### src/rtl/stepper_axis_ctrl_if.sv
// Command channel of one stepper axis: move request handshake plus abort.
interface stepper_axis_ctrl_if #(
    parameter int CNT_W = 16,
    parameter int DIV_W = 24
);
    logic             cmd_valid;
    logic             cmd_ready;
    logic [CNT_W-1:0] cmd_steps;
    logic             cmd_dir;
    logic [DIV_W-1:0] cmd_period;
    logic [1:0]       cmd_mode;
    logic             abort;

    modport master (
        output cmd_valid, cmd_steps, cmd_dir, cmd_period, cmd_mode, abort,
        input  cmd_ready
    );

    modport slave (
        input  cmd_valid, cmd_steps, cmd_dir, cmd_period, cmd_mode, abort,
        output cmd_ready
    );
endinterface

### src/rtl/stepper_axis_ctrl.sv
// Single-axis stepper sequencer: accepts a move, ramps the step period linearly
// up/down around a cruise target and drives the 4 coil lines in wave/full/half mode.
module stepper_axis_ctrl #(
    parameter int CNT_W        = 16,
    parameter int DIV_W        = 24,
    parameter int POS_W        = 16,
    parameter int START_PERIOD = 50000,
    parameter int RAMP_DEC     = 2000,
    parameter int MIN_PERIOD   = 2,
    parameter bit HOLD_EN      = 1'b1
) (
    input  logic                clk_clk,
    input  logic                reset_reset,
    stepper_axis_ctrl_if.slave  cmd,
    output logic [3:0]          phase,
    output logic                busy,
    output logic                done,
    output logic                aborted,
    output logic [POS_W-1:0]    position,
    output logic [CNT_W-1:0]    steps_left
);

    typedef enum logic {IDLE, RUN} state_t;
    typedef logic [DIV_W:0] ext_t;

    localparam ext_t START_X = ext_t'(START_PERIOD);
    localparam ext_t DEC_X   = ext_t'(RAMP_DEC);
    localparam ext_t MIN_X   = ext_t'(MIN_PERIOD);
    localparam logic [DIV_W-1:0] ONE_P   = 1;
    localparam logic [CNT_W-1:0] ONE_C   = 1;
    localparam logic [CNT_W-1:0] ZERO_C  = '0;
    localparam logic [POS_W-1:0] ONE_POS = 1;

    state_t           state, state_nxt;
    logic [2:0]       idx, idx_nxt;
    logic [POS_W-1:0] pos_nxt;
    logic [CNT_W-1:0] sl_nxt, sl_dec;
    logic             done_nxt, aborted_nxt;
    logic             dir_q, dir_nxt;
    logic [1:0]       mode_q, mode_nxt;
    logic [DIV_W-1:0] target, target_nxt;
    logic [DIV_W-1:0] cur_p, cur_p_nxt;
    logic [DIV_W-1:0] timer, timer_nxt;
    logic [CNT_W-1:0] ramp_cnt, ramp_nxt;

    // Ramp arithmetic one bit wider than a period so neither direction wraps.
    ext_t tgt_in_x, start_x, cur_x, tgt_x, up_x, dn_x;
    logic [2:0] delta;

    always_comb begin
        tgt_in_x = ({1'b0, cmd.cmd_period} < MIN_X) ? MIN_X : {1'b0, cmd.cmd_period};
        start_x  = (START_X > tgt_in_x) ? START_X : tgt_in_x;
        cur_x    = {1'b0, cur_p};
        tgt_x    = {1'b0, target};
        up_x     = cur_x + DEC_X;
        if (up_x > START_X) up_x = START_X;
        dn_x     = (cur_x > DEC_X) ? cur_x - DEC_X : '0;
        if (dn_x < tgt_x) dn_x = tgt_x;
        delta    = mode_q[1] ? 3'd1 : 3'd2;
        sl_dec   = steps_left - ONE_C;
    end

    always_ff @(posedge clk_clk or posedge reset_reset) begin
        if (reset_reset) state <= IDLE;
        else             state <= state_nxt;
    end

    always_comb begin
        state_nxt   = state;
        idx_nxt     = idx;
        pos_nxt     = position;
        sl_nxt      = steps_left;
        done_nxt    = 1'b0;
        aborted_nxt = aborted;
        dir_nxt     = dir_q;
        mode_nxt    = mode_q;
        target_nxt  = target;
        cur_p_nxt   = cur_p;
        timer_nxt   = timer;
        ramp_nxt    = ramp_cnt;
        case (state)
            IDLE: begin
                if (cmd.cmd_valid) begin
                    dir_nxt     = cmd.cmd_dir;
                    mode_nxt    = cmd.cmd_mode;
                    target_nxt  = tgt_in_x[DIV_W-1:0];
                    cur_p_nxt   = start_x[DIV_W-1:0];
                    timer_nxt   = start_x[DIV_W-1:0];
                    sl_nxt      = cmd.cmd_steps;
                    ramp_nxt    = '0;
                    aborted_nxt = 1'b0;
                    // Snap onto the coil pattern family of the new mode without stepping.
                    if (cmd.cmd_mode == 2'b00)      idx_nxt[0] = 1'b0;
                    else if (cmd.cmd_mode == 2'b01) idx_nxt[0] = 1'b1;
                    if (cmd.cmd_steps == ZERO_C) done_nxt  = 1'b1;
                    else                         state_nxt = RUN;
                end
            end
            RUN: begin
                if (cmd.abort) begin
                    state_nxt   = IDLE;
                    done_nxt    = 1'b1;
                    aborted_nxt = 1'b1;
                end else if (timer <= ONE_P) begin
                    idx_nxt = dir_q ? idx + delta : idx - delta;
                    pos_nxt = dir_q ? position + ONE_POS : position - ONE_POS;
                    sl_nxt  = sl_dec;
                    if (sl_dec <= ramp_cnt && ramp_cnt != ZERO_C) begin
                        cur_p_nxt = up_x[DIV_W-1:0];
                        ramp_nxt  = ramp_cnt - ONE_C;
                    end else if (cur_p > target) begin
                        cur_p_nxt = dn_x[DIV_W-1:0];
                        ramp_nxt  = ramp_cnt + ONE_C;
                    end
                    timer_nxt = cur_p_nxt;
                    if (sl_dec == ZERO_C) begin
                        state_nxt = IDLE;
                        done_nxt  = 1'b1;
                    end
                end else begin
                    timer_nxt = timer - ONE_P;
                end
            end
            default: state_nxt = IDLE;
        endcase
    end

    always_ff @(posedge clk_clk or posedge reset_reset) begin
        if (reset_reset) begin
            idx        <= '0;
            position   <= '0;
            steps_left <= '0;
            done       <= 1'b0;
            aborted    <= 1'b0;
            dir_q      <= 1'b0;
            mode_q     <= 2'b00;
            target     <= '0;
            cur_p      <= '0;
            timer      <= '0;
            ramp_cnt   <= '0;
        end else begin
            idx        <= idx_nxt;
            position   <= pos_nxt;
            steps_left <= sl_nxt;
            done       <= done_nxt;
            aborted    <= aborted_nxt;
            dir_q      <= dir_nxt;
            mode_q     <= mode_nxt;
            target     <= target_nxt;
            cur_p      <= cur_p_nxt;
            timer      <= timer_nxt;
            ramp_cnt   <= ramp_nxt;
        end
    end

    logic [3:0] pat;
    always_comb begin
        case (idx)
            3'd0:    pat = 4'b1000;
            3'd1:    pat = 4'b1100;
            3'd2:    pat = 4'b0100;
            3'd3:    pat = 4'b0110;
            3'd4:    pat = 4'b0010;
            3'd5:    pat = 4'b0011;
            3'd6:    pat = 4'b0001;
            default: pat = 4'b1001;
        endcase
    end

    assign busy          = (state == RUN);
    assign cmd.cmd_ready = (state == IDLE);
    assign phase         = (state == RUN || HOLD_EN) ? pat : 4'b0000;

endmodule

### src/flat_wrapper.sv
// flat-port wrapper written by rule: the top's interface ports become plain ports
module stepper_axis_ctrl_flat 
#(
    parameter int CNT_W        = 16,
    parameter int DIV_W        = 24,
    parameter int POS_W        = 16,
    parameter int START_PERIOD = 50000,
    parameter int RAMP_DEC     = 2000,
    parameter int MIN_PERIOD   = 2,
    parameter bit HOLD_EN      = 1'b1
)
  (clk_clk, reset_reset, phase, busy, done, aborted, position, steps_left, cmd_cmd_valid, cmd_cmd_steps, cmd_cmd_dir, cmd_cmd_period, cmd_cmd_mode, cmd_abort, cmd_cmd_ready);
  stepper_axis_ctrl_if #(.CNT_W(CNT_W), .DIV_W(DIV_W)) cmd_i ();
  input  logic clk_clk;
  input  logic reset_reset;
  output logic [3:0] phase;
  output logic busy;
  output logic done;
  output logic aborted;
  output logic [POS_W-1:0] position;
  output logic [CNT_W-1:0] steps_left;
  input wire logic [$bits(cmd_i.cmd_valid)-1:0] cmd_cmd_valid;
  input wire logic [$bits(cmd_i.cmd_steps)-1:0] cmd_cmd_steps;
  input wire logic [$bits(cmd_i.cmd_dir)-1:0] cmd_cmd_dir;
  input wire logic [$bits(cmd_i.cmd_period)-1:0] cmd_cmd_period;
  input wire logic [$bits(cmd_i.cmd_mode)-1:0] cmd_cmd_mode;
  input wire logic [$bits(cmd_i.abort)-1:0] cmd_abort;
  output wire logic [$bits(cmd_i.cmd_ready)-1:0] cmd_cmd_ready;
  assign cmd_i.cmd_valid = cmd_cmd_valid;
  assign cmd_i.cmd_steps = cmd_cmd_steps;
  assign cmd_i.cmd_dir = cmd_cmd_dir;
  assign cmd_i.cmd_period = cmd_cmd_period;
  assign cmd_i.cmd_mode = cmd_cmd_mode;
  assign cmd_i.abort = cmd_abort;
  assign cmd_cmd_ready = cmd_i.cmd_ready;
  stepper_axis_ctrl #(.CNT_W(CNT_W), .DIV_W(DIV_W), .POS_W(POS_W), .START_PERIOD(START_PERIOD), .RAMP_DEC(RAMP_DEC), .MIN_PERIOD(MIN_PERIOD), .HOLD_EN(HOLD_EN)) u_core (.clk_clk(clk_clk), .reset_reset(reset_reset), .cmd(cmd_i), .phase(phase), .busy(busy), .done(done), .aborted(aborted), .position(position), .steps_left(steps_left));
endmodule
### config.mk
export PLATFORM = sky130hd
export DESIGN_NAME = stepper_axis_ctrl_flat
export DESIGN_NICKNAME = d
export VERILOG_FILES = /design/src/rtl/stepper_axis_ctrl_if.sv /design/src/rtl/stepper_axis_ctrl.sv /design/src/flat_wrapper.sv
export SDC_FILE = /design/constraint.sdc
export NUM_CORES = 1
export LEC_CHECK = 0
export CORE_MARGIN = 8
export CORE_UTILIZATION = 50
export DETAILED_ROUTE_END_ITERATION = 8
export PLACE_DENSITY_LB_ADDON = 0.25
export REMOVE_ABC_BUFFERS = 1
export SLEW_MARGIN = 20
export SYNTH_ARGS = -nofsm -noshare
export SYNTH_HDL_FRONTEND = slang
export SYNTH_SLANG_ARGS = --single-unit
### constraint.sdc
create_clock -name clk_clk -period 8.5 [get_ports clk_clk]
set_input_delay 1.275 -clock clk_clk [delete_from_list [all_inputs] [get_ports clk_clk]]
set_output_delay 1.275 -clock clk_clk [all_outputs]
set_load 0.02 [all_outputs]
# [Word level (Yosys, flattened, before mapping)]
# Index checks and enable logic that the tools add are counted.
[op_classes] n_mux=49 order_cmp=8 div_mod_pow=0 shift=0 mul=0 reduce_logical=13 add_sub_neg=10 n_bitwise=2 eq_ne=13
[op_table] operator="two-way mux 24 bit" n=11
[op_table] operator="two-way mux 16 bit" n=9
[op_table] operator="one-hot mux 24 bit (2 select lines)" n=2
[op_table] operator="one-hot mux 16 bit (2 select lines)" n=2
[op_table] operator="subtractor 16 x 1 -> 16 bit, second input constant" n=3
[op_table] operator="adder 16 x 1 -> 16 bit, second input constant" n=2
[op_table] operator="logical NOT 16 bit" n=2
[op_table] operator="one-hot mux 4 bit (7 select lines)" n=1
[op_table] operator="adder 24 x 11 -> 25 bit, second input constant" n=1
[op_table] operator="greater-than comparator 16 x 25 -> 1 bit, first input constant" n=1
[op_table] operator="greater-than comparator 25 x 16 -> 1 bit, second input constant" n=1
[op_table] operator="< comparator 25 x 24 -> 1 bit" n=1
[op_table] operator="two-way mux 25 bit" n=1
[op_table] operator="subtractor 24 x 11 -> 25 bit, second input constant" n=1
[op_table] operator="greater-than comparator 24 x 11 -> 1 bit, second input constant" n=1
[op_table] operator="greater-than comparator 24 bit" n=1
[op_table] operator="<= comparator 24 x 1 -> 1 bit, second input constant" n=1
[op_table] operator="< comparator 24 x 2 -> 1 bit, second input constant" n=1
[op_table] operator="subtractor 24 x 1 -> 24 bit, second input constant" n=1
[op_table] operator="two-way mux 1 bit" n=17
[op_table] operator="<= comparator 16 bit" n=1
[op_table] operator="nonzero test 16 bit" n=1
[op_table] operator="== test 3 bit, second input constant" n=3
[op_table] operator="inequality test 2 bit, second input constant" n=4
[op_table] operator="17 further kinds" n=26
[totals] ff_bits=129 n_memories=0 latch_bits=0 ramBits=0 mem_bits_ro=0 output_inout_bits=40

# [Longest topological paths before layout]
# Gate-level depths: netlist (run 1).
[logic_depth] depth_word=9 mapped_depth=25 mapped_depth_nobuf=23

# [Worst setup path before layout (run 1)]
# Ideal clock, no wire load.
[synth_path] path_kind="flip-flop to flip-flop" startpoint="register u_core.steps_left[2]" endpoint="register u_core.ramp_cnt[15]" setup_ps=70 slack_ps=2198 t_required_ps=8430 arrival_time_ps=6232 path_stages_with_launch=25 synth_period_minus_slack_ps=6302 cell_sequence="dfrtp_1 nor3_1 nand4_1 or4b_2 clkbuf_1 nor3_1 xnor2_1 inv_1 ha_1 nand4_1 nor4_1 nand3_1 o31a_1 buf_2 inv_1 clkbuf_1 ha_1 a211oi_1 o21ai_0 nand2_1 o31ai_1 o41ai_1 mux2_2 a2111oi_0 nand3b_1"
[synth_via] elab_chain_cells=7
[synth_lines] element="from (decl)" line_no="stepper_axis_ctrl.sv:20" source="output logic [CNT_W-1:0] steps_left"
[synth_lines] element="from (signal assigned)" line_no="stepper_axis_ctrl.sv:144" source="steps_left <= sl_nxt;"
[synth_lines] element="subtractor 16 x 1 -> 16 bit (*)" line_no="stepper_axis_ctrl.sv:60" source="sl_dec = steps_left - ONE_C;"
[synth_lines] element="<= comparator 16 bit (*)" line_no="stepper_axis_ctrl.sv:108" source="if (sl_dec <= ramp_cnt && ramp_cnt != ZERO_C) begin"
[synth_lines] element="logical AND 1 bit (*)" line_no="stepper_axis_ctrl.sv:108"
[synth_lines] element="two-way mux 16 bit" line_no="stepper_axis_ctrl.sv:108"
[synth_lines] element="two-way mux 16 bit" line_no="stepper_axis_ctrl.sv:104" source="end else if (timer <= ONE_P) begin"
[synth_lines] element="two-way mux 16 bit" line_no="stepper_axis_ctrl.sv:100" source="if (cmd.abort) begin"
[synth_lines] element="one-hot mux 16 bit (2 select lines)" line_no="stepper_axis_ctrl.sv:81" source="case (state)"
[synth_lines] element="to (signal assigned)" line_no="stepper_axis_ctrl.sv:152" source="ramp_cnt <= ramp_nxt;"
[synth_lines] element="to (decl)" line_no="stepper_axis_ctrl.sv:44" source="logic [CNT_W-1:0] ramp_cnt, ramp_nxt;"
# Mark *: on every way between the ends. The rest lies on a longest branch, timed or not. The select of a mux whose other input is x is not followed.
# A chain may end at the register's enable or synchronous reset.

# [Final worst setup path (run 1)]
[layout_path] startpoint="register u_core.steps_left[0]" endpoint="register u_core.ramp_cnt[15]"
# Same word-level chain as after synthesis.

==> results.ini, run 1 <==
[logic_synthesis]
yosysTopAreaCell=dfrtp_1
yosys_warnings=0
synth_edf_count=0
yosys-top-cells-count=nand2_1 (152), dfrtp_1 (128), nor2_1 (106), o21ai_0 (104), ha_1 (102)
async_flop_share_pct=100
synth_area_leaders=dfrtp_1 (29%), ha_1 (12%), nand2_1 (5.1%), o21ai_0 (4.7%), a21oi_1 (4.1%)
ys_ff_latch=128
yosys.area.top_type_share_pct=28.9
synth_flop_cell=dfrtp_1
synth.most_common_cell=nand2_1
synthCells=1371
syn_area_um2=11100
yosysSeqAreaShare_pct=28.9
synth.avg_cell_area_um2=8.09
synth_cell_type_count=80

[min_path]
hold_depth=1
whs_endpoint=u_core.position[15]
hp-class=flop to flop
min_from=u_core.position[15]

[timing]
slew_headroom_pct=22.1
fin_crit_sh_pct=86.1
slew_violations=0
finalHoldViolCount=0
finClkSkew_ps=12.9
fmax_mhz=137
fin_setup_tns_ps=0
finalWorstSetupSlack_ps=1180
worstMarginPinSlew_ps=1160
fin_crit_ps=7320
rsz0062_at_grt=no
setup_viol=0
hold_slack_ps=485

[clocking]
htreeDepth=4
cts.hold.buffers_added=0
cts_setup_buffers=0
clockBufferDepth=2
cts_made_buffers=17
clkSinkCount=128
root_buffer=clkbuf_16
clkSlewWorstSetupHoldPaths_ps=80
cts-resized-gates=0
cts_tree=built
clock_latency_ps=440

[pwr]
peakVddDrop_mv=0.169
power_frac_seq_pct=24.6
swShare_pct=51.0
p_int_uw=2340
p_leak_uw=0.00528
power_density_nw_per_um2=376
pwr-share-clk_pct=15.5
power.switching_uw=2430
pwr-share-comb_pct=59.9

[floorplanning]
die_w_um=165
core_area_um2=21800
start_util_pct=50.8
die_area_um2=27200
rows=54
dieHeight_um=165
io_pins=87

[setup_path]
critPathTopFamily=compound AO/OA/AOI/OAI gates
worstReg2RegEnd=u_core.ramp_cnt[15]
timing.rr.start=u_core.steps_left[0]
cpPeakStageDelay_ps=640
rr_worst_depth=24
crit_path_cell_trace=inv_1, ha_1, nand3b_1, or3_1, or4_1, nor2_1, xnor2_1, inv_1, ha_1, nand4_1, nor4_1, a21boi_0, o31a_1, inv_1, buf_4, ha_1, a211oi_1, o21ai_0, nand2_1, o31ai_1, o41ai_1, mux2_2, a2111oi_0, nand3b_1
crit_path_start_kind=flop
end_kind=flop
cp_max_fo=18
ff2ff_setup_slack_ps=1180
cp_slowest_cell=o31a_1
path_class=flop to flop
crit_buf_inv=4
critPathArrivalTime_ps=7690
worstPathRequired_ps=8870
cp.depth=24

[global_route]
grt_max_degree=74
track_usage_pct=25.5
grt_pass1_wl_um=55400
antenna_found_initial=0
overflow=0
grt_pass1_vias=10500

[route]
num_vias=10900
drt-initial-drc-count=1005
drc=0
vias_per_cell=6.37
routed_wl_um=34300
firstDrtPassIters=6
wl_per_cell_um=20.1
ant_nets=0

[place]
dp_hpwl_um=25500
place_ws_ps=1400
place_congestion=0.982
io_buffers=86

[job]
maxCapViolations=0

[final_layout]
post-route-util_pct=58.1
diodes=0
drive_gt1_share_pct=5.31
syn2layout_area_growth_pct=14.4
fin_nets=1569

[status]
status=finished clean

metal layers:
metal / vias up / wire length [µm] / track usage (%)
met2: 499 / 15100 / 39.5
li1: 5182 / - / -
met1: 5120 / 14600 / 33.7
met4: 0 / 1360 / 11.3
met5: - / 0 / 0
met3: 92 / 3210 / 5.53
layout make-up:
cell class	count	area (µm²)
multi-input combinational	1103	7330
sequential	128	3200
tap	280	350
fill	2016	9140
clock buffer	17	425
inverter	69	264
timing repair buffer	98	951
clock inverter	15	158
per-stage QoR:
stage | area (µm²) | std cells | total power [µW]
after global routing | 12700 | 1710 | 5150
after floorplan | 10800 | 1300 | 3130
after CTS | 12700 | 1710 | 4730
final | 12700 | 1710 | 4770
after detailed placement | 12100 | 1678 | 3970
after global placement | 12100 | 1678 | 3910
cells by family (layout without fill, tap and decap cells):
family | after synthesis | in the layout | synth area share [%]
AOI/OAI and AO/OA | 410 | 410 | 24.4
xor gates and xnor gates | 66 | 66 | 5.21
adders and majority gates | 105 | 105 | 12.1
buffers and inverters | 140 | 199 | 5.30
DFF | 128 | 128 | 28.9
muxes | 17 | 17 | 1.58
and+or+nand+nor | 505 | 505 | 22.6
registers in the layout, summed over array words and instances, names as in the netlist:
register           cells
u_core.busy            1
u_core.cur_p          24
u_core.steps_left     16
u_core.mode_q          1
u_core.ramp_cnt       16
u_core.position       16
u_core.timer          24
u_core.target         24
u_core.done            1
u_core.idx             3
u_core.dir_q           1
u_core.aborted         1
how the worst max path moves through the flow:
stage / start / end / slack [ps]
after floorplan: u_core.steps_left[0] / u_core.ramp_cnt[15] / 2220
after global placement: u_core.steps_left[2] / u_core.ramp_cnt[15] / 1690
after detailed placement: u_core.steps_left[0] / u_core.ramp_cnt[15] / 1400
after CTS: u_core.steps_left[0] / u_core.ramp_cnt[15] / 1320
after global routing: u_core.steps_left[2] / u_core.ramp_cnt[15] / 630
final: u_core.steps_left[0] / u_core.ramp_cnt[15] / 1180
power by group through the flow:
stage	Clock, µW	Sequential (µW)	Combinational, µW
floorplan	0	1110	2020
global placement	0	1160	2750
detailed placement	0	1170	2800
CTS	743	1160	2820
global route	773	1210	3170
finish	737	1170	2860
worst reg2reg max path: stages, from the launching register on:
cell	delay, ps
dfrtp_1	450
inv_1	150
ha_1	210
nand3b_1	190
or3_1	430
or4_1	490
nor2_1	170
xnor2_1	200
inv_1	100
ha_1	290
nand4_1	140
nor4_1	360
a21boi_0	250
o31a_1	640
inv_1	430
buf_4	340
ha_1	310
a211oi_1	300
o21ai_0	180
nand2_1	110
o31ai_1	120
o41ai_1	520
mux2_2	410
a2111oi_0	320
nand3b_1	150
cells in the final DEF, fill, tap and decap left out, types with 6 or more instances in the layout:
master and count:
a21oi_1 91, buf_4 12, o31ai_1 15, a211o_1 6, nor4_1 25, o21ai_0 104
clkdlybuf4s50_1 86, a2111oi_0 7, o22ai_1 13, nor2b_1 7, nor2_1 106, nand4_1 31
nor3_1 46, o211ai_1 9, o41ai_1 6, and3_1 9, dfrtp_1 127, xnor2_1 31
a21o_1 17, ha_1 102, or3_1 23, or4_1 9, a21boi_0 6, a211oi_1 26
inv_1 68, a31oi_1 19, o21a_1 14, a311oi_1 6, o31a_1 10, xor2_1 35
mux2i_1 13, nor3b_1 8, nand2_1 152, nand3_1 51, o211a_1 8, clkbuf_16 17
inv_6 6
Power figures use the tool's default switching activity.
==> run 2, diff against run 1 <==
--- a/config.mk
+++ b/config.mk
@@ -10,7 +10,6 @@
 export DETAILED_ROUTE_END_ITERATION = 8
 export PLACE_DENSITY_LB_ADDON = 0.25
 export REMOVE_ABC_BUFFERS = 1
-export SLEW_MARGIN = 20
 export SYNTH_ARGS = -nofsm -noshare
 export SYNTH_HDL_FRONTEND = slang
 export SYNTH_SLANG_ARGS = --single-unit
==> run 2 against run 1 <==
Against the previous run:
- final cell count unchanged
- utilization hardly changed
- sequential share of layout area hardly changed
- total power barely moved
- register-to-register slack barely moved
- design area barely moved
- count of clock-buffer cells in the layout did not move
- worst setup slack got worse by 7.4 ps
- fmax shrank 0.10%
- flip-flop and latch count is the same
- critical path type unchanged
==> results.ini, run 2 (same netlist as run 1, synthesis figures left out) <==
[route]
vias_per_cell=6.38  ; +0.19%
firstDrtPassIters=6  ; unchanged
drc=0  ; unchanged
drt-initial-drc-count=1064  ; +5.9%
wl_per_cell_um=20.1  ; about the same
ant_nets=0  ; unchanged
num_vias=10900  ; +0.19%
routed_wl_um=34300  ; about the same

[timing]
slew_violations=0  ; unchanged
finalWorstSetupSlack_ps=1180  ; -7.38 ps
rsz0062_at_grt=no
worstMarginPinSlew_ps=1200  ; +34.6 ps
fmax_mhz=137  ; -0.10%
setup_viol=0  ; unchanged
finClkSkew_ps=13.4  ; +0.448 ps
fin_crit_sh_pct=86.2  ; +0.087 points
slew_headroom_pct=20.1  ; -2.0 points
finalHoldViolCount=0  ; unchanged
fin_crit_ps=7320  ; +7.38 ps
fin_setup_tns_ps=0  ; unchanged

[setup_path]
timing.rr.start=u_core.steps_left[0]
path_class=flop to flop
worstPathRequired_ps=8870  ; about the same
rr_worst_depth=24  ; unchanged
crit_path_cell_trace=inv_1, ha_1, nand3b_1, or3_1, or4_1, nor2_1, xnor2_1, inv_1, ha_1, nand4_1, nor4_1, a21boi_0, o31a_1, inv_1, buf_4, ha_1, a211oi_1, o21ai_0, nand2_1, o31ai_1, o41ai_1, mux2_2, a2111oi_0, nand3b_1
cp_max_fo=18  ; unchanged
cp-startpoint=u_core.steps_left[0]
worstReg2RegEnd=u_core.ramp_cnt[15]
critPathArrivalTime_ps=7700  ; about the same
cp_slowest_cell=o31a_1
end_kind=flop
cpPeakStageDelay_ps=650  ; about the same
ff2ff_setup_slack_ps=1180  ; about the same
crit_path_start_kind=flop

[pwr]
power_density_nw_per_um2=377  ; +0.16%
pwr-share-clk_pct=15.5  ; about the same
power.switching_uw=2440  ; +0.14%
total_power_uw=4770  ; about the same
power_frac_seq_pct=24.6  ; about the same
p_leak_uw=0.00528  ; about the same
p_int_uw=2340  ; about the same
pwr-share-comb_pct=59.9  ; about the same
peakVddDrop_mv=0.182  ; +7.5%
swShare_pct=51.1  ; about the same

[floorplanning]
rows=54  ; unchanged
dieHeight_um=165  ; unchanged
die_w_um=165  ; unchanged
die_area_um2=27200  ; unchanged
start_util_pct=50.8  ; unchanged
core_area_um2=21800  ; unchanged
io_pins=87  ; unchanged

[global_route]
use_met2_pct=39.5  ; unchanged
track_usage_pct=25.5  ; unchanged
grt_max_degree=74  ; unchanged
antenna_found_initial=0  ; unchanged
use_met3_pct=5.53  ; unchanged
grt_pass1_wl_um=55400  ; unchanged
overflow=0  ; unchanged
grt_busiest_layer=met2
grt_pass1_vias=10500  ; unchanged
met1_usage_pct=33.7  ; unchanged

[final_layout]
top_regs=u_core.cur_p: 24 flops, u_core.target: 24 flops, u_core.timer: 24 flops
layout.cells.non_filler=1710  ; unchanged
final_cell_mix=nand2_1 (152), dfrtp_1 (127), nor2_1 (106)
diodes=0  ; unchanged
syn2layout_area_growth_pct=14.3  ; about the same
final-seq-area_um2=3200  ; unchanged
fillCellCount=2017  ; +0.050%
post-route-util_pct=58.1  ; about the same
multi_input_area_um2=7320  ; -0.12%
layout_commonest_cell=nand2_1
drive_gt1_share_pct=5.24  ; -0.070 points
fin_nets=1569  ; unchanged

[clocking]
cts-resized-gates=0  ; unchanged
root_buffer=clkbuf_16
clkSinkCount=128  ; unchanged
clock_latency_ps=440  ; about the same
cts.hold.buffers_added=0  ; unchanged
clkSlewWorstSetupHoldPaths_ps=80  ; about the same
htreeDepth=4  ; unchanged
clockBufferDepth=2  ; unchanged
cts_tree=built
cts_made_buffers=17  ; unchanged
cts_setup_buffers=0  ; unchanged

[status]
status=finished clean

[job]
maxCapViolations=0  ; unchanged

[place]
dp_hpwl_um=25500  ; unchanged
io_buffers=86  ; unchanged
place_ws_ps=1400  ; unchanged
place_congestion=0.982  ; unchanged
dp_cells=1678  ; unchanged

[min_path]
hp-class=flop to flop
whs_endpoint=u_core.position[15]
min_from=u_core.position[15]
hold_depth=1  ; unchanged

## run 2: per-stage QoR
stage,hold slack [ps],cell area (µm²)
floorplan,475,10800
global placement,474,12100
detailed placement,471,12100
CTS,481,12700
global route,507,12700
finish,485,12700
## run 2: worst max path at each step
stage                                to  cells past startpoint  slack, ps
floorplan           u_core.ramp_cnt[15]                     23       2220
CTS                 u_core.ramp_cnt[15]                     24       1320
finish              u_core.ramp_cnt[15]                     24       1180
global placement    u_core.ramp_cnt[15]                     23       1690
detailed placement  u_core.ramp_cnt[15]                     24       1400
global route        u_core.ramp_cnt[15]                     23        630
## run 2: power by group through the flow
stage          clock network (µW)  registers, µW  logic (µW)
6_report                      739           1180        2860
5_1_grt                       773           1210        3170
4_1_cts                       743           1160        2820
3_5_place_dp                    0           1170        2800
3_3_place_gp                    0           1160        2750
2_1_floorplan                   0           1110        2020
## run 2: routing by layer
metal	vias to the layer above	share of wire [%]
met3	92	8.6
met1	5159	43
met5	-	0
li1	5178	-
met2	485	44
met4	0	4.1
## run 2: layout make-up
class | count | share of cell area (%)
Multi-Input combinational cell | 1103 | 57.8
Sequential cell | 128 | 25.3
Timing Repair Buffer | 98 | 7.50
Clock buffer | 17 | 3.36
Tap cell | 280 | 2.76
Inverter | 69 | 2.08
Clock inverter | 15 | 1.24
## run 2: worst max-delay path, delay by kind of cell, from the launching register on
family / cells / cell delay [ps]
AOI/OAI and AO/OA: 7 / 2340
and+or+nand+nor: 8 / 2030
adders and majority gates: 3 / 810
xor gates and xnor gates: 1 / 200
muxes: 1 / 410
buffers and inverters: 4 / 1000
DFF: 1 / 450
